$ cat config.mk
export PLATFORM = sky130hd
export DESIGN_NAME = fifo_occupancy_monitor
export DESIGN_NICKNAME = d
export VERILOG_FILES = /design/src/rtl/fifo_pkg.sv /design/src/rtl/popcount_tree.sv /design/src/rtl/fifo_occupancy_monitor.sv
export SDC_FILE = /design/constraint.sdc
export NUM_CORES = 1
export LEC_CHECK = 0
export CAP_MARGIN = 20
export CORE_MARGIN = 2
export CORE_UTILIZATION = 25
export CTS_BUF_LIST = sky130_fd_sc_hd__clkbuf_4
export CTS_CLUSTER_DIAMETER = 30
export DETAILED_ROUTE_END_ITERATION = 8
export HOLD_SLACK_MARGIN = 0.05
export SYNTH_ARGS = -nofsm -noshare
export SYNTH_HDL_FRONTEND = slang
export SYNTH_SLANG_ARGS = --single-unit
export TNS_END_PERCENT = 5
$ cat constraint.sdc
create_clock -name clk -period 2.5 [get_ports clk]
set_input_delay 0.5 -clock clk [delete_from_list [all_inputs] [get_ports clk]]
set_output_delay 0.5 -clock clk [all_outputs]
set_load 0.005 [all_outputs]
$ cat src/rtl/fifo_pkg.sv
// Shared definitions for the cell-based FIFO: default depth, zone encoding, count width.
package fifo_pkg;

  localparam int unsigned DEFAULT_N_CELLS = 16;

  typedef enum logic [1:0] {
    Z_EMPTY = 2'b00,
    Z_NORM  = 2'b01,
    Z_FULL  = 2'b10
  } zone_e;

  // Bits needed to hold a count of 0..n inclusive.
  function automatic int unsigned cnt_width(input int unsigned n);
    return $clog2(n + 1);
  endfunction

endpackage

$ cat src/rtl/popcount_tree.sv
// Combinational population count built as a balanced recursive adder tree.
module popcount_tree
  import fifo_pkg::*;
#(
  parameter  int unsigned WIDTH = 16,
  localparam int unsigned OUT_W = cnt_width(WIDTH)
) (
  input  logic [WIDTH-1:0] bits_i,
  output logic [OUT_W-1:0] cnt_c
);

  if (WIDTH == 1) begin : g_leaf
    // A single bit is its own count.
    assign cnt_c = bits_i;
  end else begin : g_node
    localparam int unsigned LO_W  = WIDTH / 2;
    localparam int unsigned HI_W  = WIDTH - LO_W;
    localparam int unsigned LO_CW = cnt_width(LO_W);
    localparam int unsigned HI_CW = cnt_width(HI_W);

    logic [LO_CW-1:0] lo_cnt;
    logic [HI_CW-1:0] hi_cnt;

    popcount_tree #(.WIDTH(LO_W)) u_lo (
      .bits_i (bits_i[LO_W-1:0]),
      .cnt_c  (lo_cnt)
    );

    popcount_tree #(.WIDTH(HI_W)) u_hi (
      .bits_i (bits_i[WIDTH-1:LO_W]),
      .cnt_c  (hi_cnt)
    );

    // Sum the two half-counts at the full output width.
    assign cnt_c = OUT_W'(lo_cnt) + OUT_W'(hi_cnt);
  end

endmodule

$ cat src/rtl/fifo_occupancy_monitor.sv
// Registered occupancy count, zone tracking with hysteretic almost flags,
// and sticky misuse detection for the cell-based FIFO.
module fifo_occupancy_monitor
  import fifo_pkg::*;
#(
  parameter  int unsigned N_CELLS  = DEFAULT_N_CELLS,
  parameter  int unsigned AF_LEVEL = 12,
  parameter  int unsigned AE_LEVEL = 4,
  parameter  int unsigned HYST     = 2,
  localparam int unsigned CNT_W    = cnt_width(N_CELLS)
) (
  input  logic               clk,
  input  logic               reset_n,
  input  logic [N_CELLS-1:0] f_i,
  input  logic               put,
  input  logic               get,
  input  logic               clr_err,
  output logic [CNT_W-1:0]   count,
  output logic               full,
  output logic               empty,
  output logic               almost_full,
  output logic               almost_empty,
  output logic               overflow,
  output logic               underflow
);

  localparam logic [CNT_W-1:0] FULL_CNT = CNT_W'(N_CELLS);
  localparam logic [CNT_W-1:0] AF_SET   = CNT_W'(AF_LEVEL);
  localparam logic [CNT_W-1:0] AF_CLR   = CNT_W'(AF_LEVEL - HYST);
  localparam logic [CNT_W-1:0] AE_SET   = CNT_W'(AE_LEVEL);
  localparam logic [CNT_W-1:0] AE_CLR   = CNT_W'(AE_LEVEL + HYST);

  logic [CNT_W-1:0] next_count;
  zone_e            zone_q, zone_d;
  logic [CNT_W-1:0] count_q, count_d;
  logic             af_q, af_d;
  logic             ae_q, ae_d;
  logic             ovf_q, ovf_d;
  logic             udf_q, udf_d;

  popcount_tree #(.WIDTH(N_CELLS)) u_popcount (
    .bits_i (f_i),
    .cnt_c  (next_count)
  );

  // State and flag registers; reset lands in the empty zone.
  always_ff @(posedge clk or negedge reset_n) begin
    if (!reset_n) begin
      zone_q  <= Z_EMPTY;
      count_q <= '0;
      af_q    <= 1'b0;
      ae_q    <= 1'b1;
      ovf_q   <= 1'b0;
      udf_q   <= 1'b0;
    end else begin
      zone_q  <= zone_d;
      count_q <= count_d;
      af_q    <= af_d;
      ae_q    <= ae_d;
      ovf_q   <= ovf_d;
      udf_q   <= udf_d;
    end
  end

  // Zone is chosen purely from the freshly sampled count.
  always_comb begin
    zone_d = Z_NORM;
    if (next_count == FULL_CNT) begin
      zone_d = Z_FULL;
    end else if (next_count == '0) begin
      zone_d = Z_EMPTY;
    end
  end

  // Almost flags with hysteresis (end zones override), plus sticky errors where set beats clear.
  always_comb begin
    count_d = next_count;
    af_d    = af_q;
    ae_d    = ae_q;
    ovf_d   = ovf_q;
    udf_d   = udf_q;

    if (next_count >= AF_SET) begin
      af_d = 1'b1;
    end else if (next_count < AF_CLR) begin
      af_d = 1'b0;
    end

    if (next_count <= AE_SET) begin
      ae_d = 1'b1;
    end else if (next_count > AE_CLR) begin
      ae_d = 1'b0;
    end

    if (zone_d == Z_FULL) begin
      af_d = 1'b1;
      ae_d = 1'b0;
    end else if (zone_d == Z_EMPTY) begin
      af_d = 1'b0;
      ae_d = 1'b1;
    end

    // Simultaneous put and get leaves occupancy unchanged, so it is not misuse.
    if (put && !get && full) begin
      ovf_d = 1'b1;
    end else if (clr_err) begin
      ovf_d = 1'b0;
    end

    if (get && !put && empty) begin
      udf_d = 1'b1;
    end else if (clr_err) begin
      udf_d = 1'b0;
    end
  end

  assign count        = count_q;
  assign full         = (zone_q == Z_FULL);
  assign empty        = (zone_q == Z_EMPTY);
  assign almost_full  = af_q;
  assign almost_empty = ae_q;
  assign overflow     = ovf_q;
  assign underflow    = udf_q;

endmodule

==> results_dict.tcl <==
set metrics [dict create \
    tightest_slew_ns 0.487 \
    synth.distinct_cells 24 \
    die_w_um 62.7 \
    drc 0 \
    cts_buffers 3 \
    grt_max_degree 12 \
    synthXorXnorAreaFrac 0.0319 \
    drv_slew 0 \
    slew_headroom 0.674 \
    rr_endpoint "almost_empty" \
    cts.clk_slew.worst_paths_ns 0.07 \
    path_max_fanout 5 \
    cp-end-kind "register" \
    crit_type "primary input to register" \
    muxShareOfSynthArea 0 \
    cts_buffer_depth 2 \
    setup_viol_count_final 9 \
    fmax_ghz 0.269 \
    place_area_um2 1290 \
    drtPass1Iterations 4 \
    drive_gt1_frac 0.348 \
    p_per_area_nw_per_um2 1190 \
    synthTopCellsByArea "dfrtp_1 (29%), fa_1 (23%), inv_1 (8.3%)" \
    synth-seq-area-share 0.321 \
    place_ws_ns -1.89 \
    synth_nets 106 \
    rows 21 \
    syn_area_per_cell_um2 12.3 \
    use_met1 0.0902 \
    detail_route.vias_per_cell 3.97 \
    ys_warn_count 0 \
    grt_usage 0.0913 \
    drt_wl_total_mm 1.64 \
    slowest_delay_ns 0.51 \
    crit_chain "buf_6 -> fa_1 -> fa_1 -> inv_2 -> fa_1 -> fa_1 -> inv_2 -> ha_4 -> fa_2 -> a21oi_2 -> a31oi_1 -> o32a_2" \
    r2r_start "almost_empty" \
    final_area_um2 1340 \
    crit_end "almost_full" \
    syn_area_um2 862 \
    core-area_um2 3340 \
    drtIter0Drc 4 \
    grt_pass1_wl_mm 2.86 \
    first_global_vias 705 \
    start_kind "primary input" \
    rsz0062_at_grt "yes" \
    hold_violations 0 \
    ys_seq_elements 11 \
    r2r_cells 3 \
    crit_slowest_cell "fa_1" \
    power_uw 1590 \
    synth_edf_count 0 \
    regToRegSetupSlack_ns 1.31 \
    wl_per_cell_um 10.4 \
    synth_top_family_by_area "adder cells" \
    async_flop_share 1.00 \
    hold_class "register to register" \
    syn_to_final_growth_pct 55.2 \
    worst_slack_ns -1.21 \
    crit_arrival_ns 3.86 \
    clock_skew_ns 0.00268 \
    vias 627 \
    cts_max_level 1 \
    final_core_util 0.401 \
    hold_buffers 0 \
    yosys.area_share.simple 0.0885 \
    ioPinCount 32 \
    grt_use_met2 0.175 \
    outcome "complete, but fails checks" \
    yosysMostFrequentCell "inv_1" \
    start_util 0.258 \
    drtAntennaViolNets 0 \
    cts_tree "built" \
    synth_top_area_cell "dfrtp_1" \
    total_leakage_power_uw 0.000605 \
    diodes 0 \
    yosys.area_share.adder 0.316 \
    min_period_ns 3.71 \
    violations "negative setup slack" \
    cpLargestDelayFamily "adder cells" \
    clock_sinks 11 \
    dp_hpwl_mm 1.41 \
    synth_cells 70 \
    synth_top_area_frac 0.290 \
    io_buffers 31 \
    synth_compound_area_frac 0.147 \
    worst-path-buf-inv 3 \
    antenna_found_initial 0 \
    final_nets 149 \
    fin_crit_sh 1.49 \
    maxCapViolations 0 \
    grt.busiest_layer "met2" \
    fp.dieH_um 62.7 \
    ir_drop_v 0.000441 \
    die_area_um2 3930 \
    synthTopCellsByCount "inv_1 (19), dfrtp_1 (10), fa_1 (10), ha_1 (5), a21oi_1 (3)" \
    ys.flop_type "dfrtp_1" \
    insertion_delay_ns 0.26 \
    cp_num_cells 12 \
    place_congestion 0.795 \
    overflow 0 \
    worstSetupStartpoint "f_i[11]" \
    worst_path_most_repeated_cell "fa_1" \
    met3_usage 0.0252 \
    cts_root_buffer "clkbuf_4" \
    critPathRequiredTime_ns 2.65 \
]
## metrics by stage
| stage | hold slack (ns) | cells | TNS, ns |
|---|---|---|---|
| 2_1_floorplan | 0.204 | 70 | -9.01 |
| 6_report | 0.490 | 158 | -8.17 |
| 3_3_place_gp | 0.479 | 153 | -13.61 |
| 4_1_cts | 0.495 | 158 | -8.67 |
| 5_1_grt | 0.537 | 158 | -9.15 |
| 3_5_place_dp | 0.480 | 153 | -14.08 |
## worst register-to-register path, stage by stage, from the launching register on
cell	delay (ns)
dfstp_2	0.54
inv_1	0.05
maj3_2	0.31
a221oi_2	0.21
## cells in the final DEF (no fill, tap or decap), drive strengths merged
cell           Yosys  final
fa                10     10
ha                 5      5
a31oi              1      1
nand3              1      1
nor2b              2      2
clkbuf             0      5
and2               2      2
o32a               1      1
a32o               2      2
and4bb             1      1
maj3               1      1
nor3               1      1
xor2               1      1
a21o               1      1
inv               19     19
nor2               1      1
dfrtp             10     10
a221oi             1      1
a21bo              2      2
a21oi              4      4
nand3b             1      1
dfstp              1      1
clkdlybuf4s50      0     22
buf                1     16
a2bb2oi            1      1
## state kept, by name (all words and copies together) (netlist names)
| name | cells |
|---|---|
| count | 5 |
| zone_q | 2 |
| almost_empty | 1 |
| almost_full | 1 |
| overflow | 1 |
| underflow | 1 |
## logic make-up (layout without fill, tap and decap cells)
kind of cell    after synthesis  in the layout
buf+inv                      20             62
fa+ha+maj                    16             16
compound gates               13             13
flops                        11             11
simple gates                  9              9
xor+xnor                      1              1
## worst min-delay path by stage
stage | start | to | depth (start not counted)
4_1_cts | underflow | underflow | 1
6_report | underflow | underflow | 1
3_5_place_dp | underflow | underflow | 1
3_3_place_gp | underflow | underflow | 1
2_1_floorplan | reset_n | almost_full | 0
5_1_grt | underflow | underflow | 1
## routing by layer
layer / routed length (um) / part of all wire
met1: 609 / 0.37
met2: 896 / 0.55
met3: 135 / 0.082
met4: 0 / 0
met5: 0 / 0
## what timing repair did
action                     in CTS  in global routing
pin swaps                      12                 11
setup endpoints to repair       9                  9
cloned                          0                  0
buffers inserted                1                  0
resized for setup              39                  8
## where the power goes
part / internal [uW] / switching (uW) / total [uW] / leakage, uW
clock: 72.5 / 55.9 / 128 / 0.0000184
sequential: 247 / 21.4 / 268 / 0.000135
combinational: 666 / 527 / 1190 / 0.000451
total: 985 / 604 / 1590 / 0.000605
## area by class of cell
| type | instances | area, um2 |
|---|---|---|
| multi-input cells | 39 | 548 |
| well taps | 46 | 57.6 |
| clock buffers | 4 | 30.0 |
| flip-flops and latches | 11 | 277 |
| inverters | 19 | 71.3 |
| fillers | 336 | 2000 |
| repair buffers | 39 | 354 |
No activity file was read; power rests on OpenSTA's default activity.
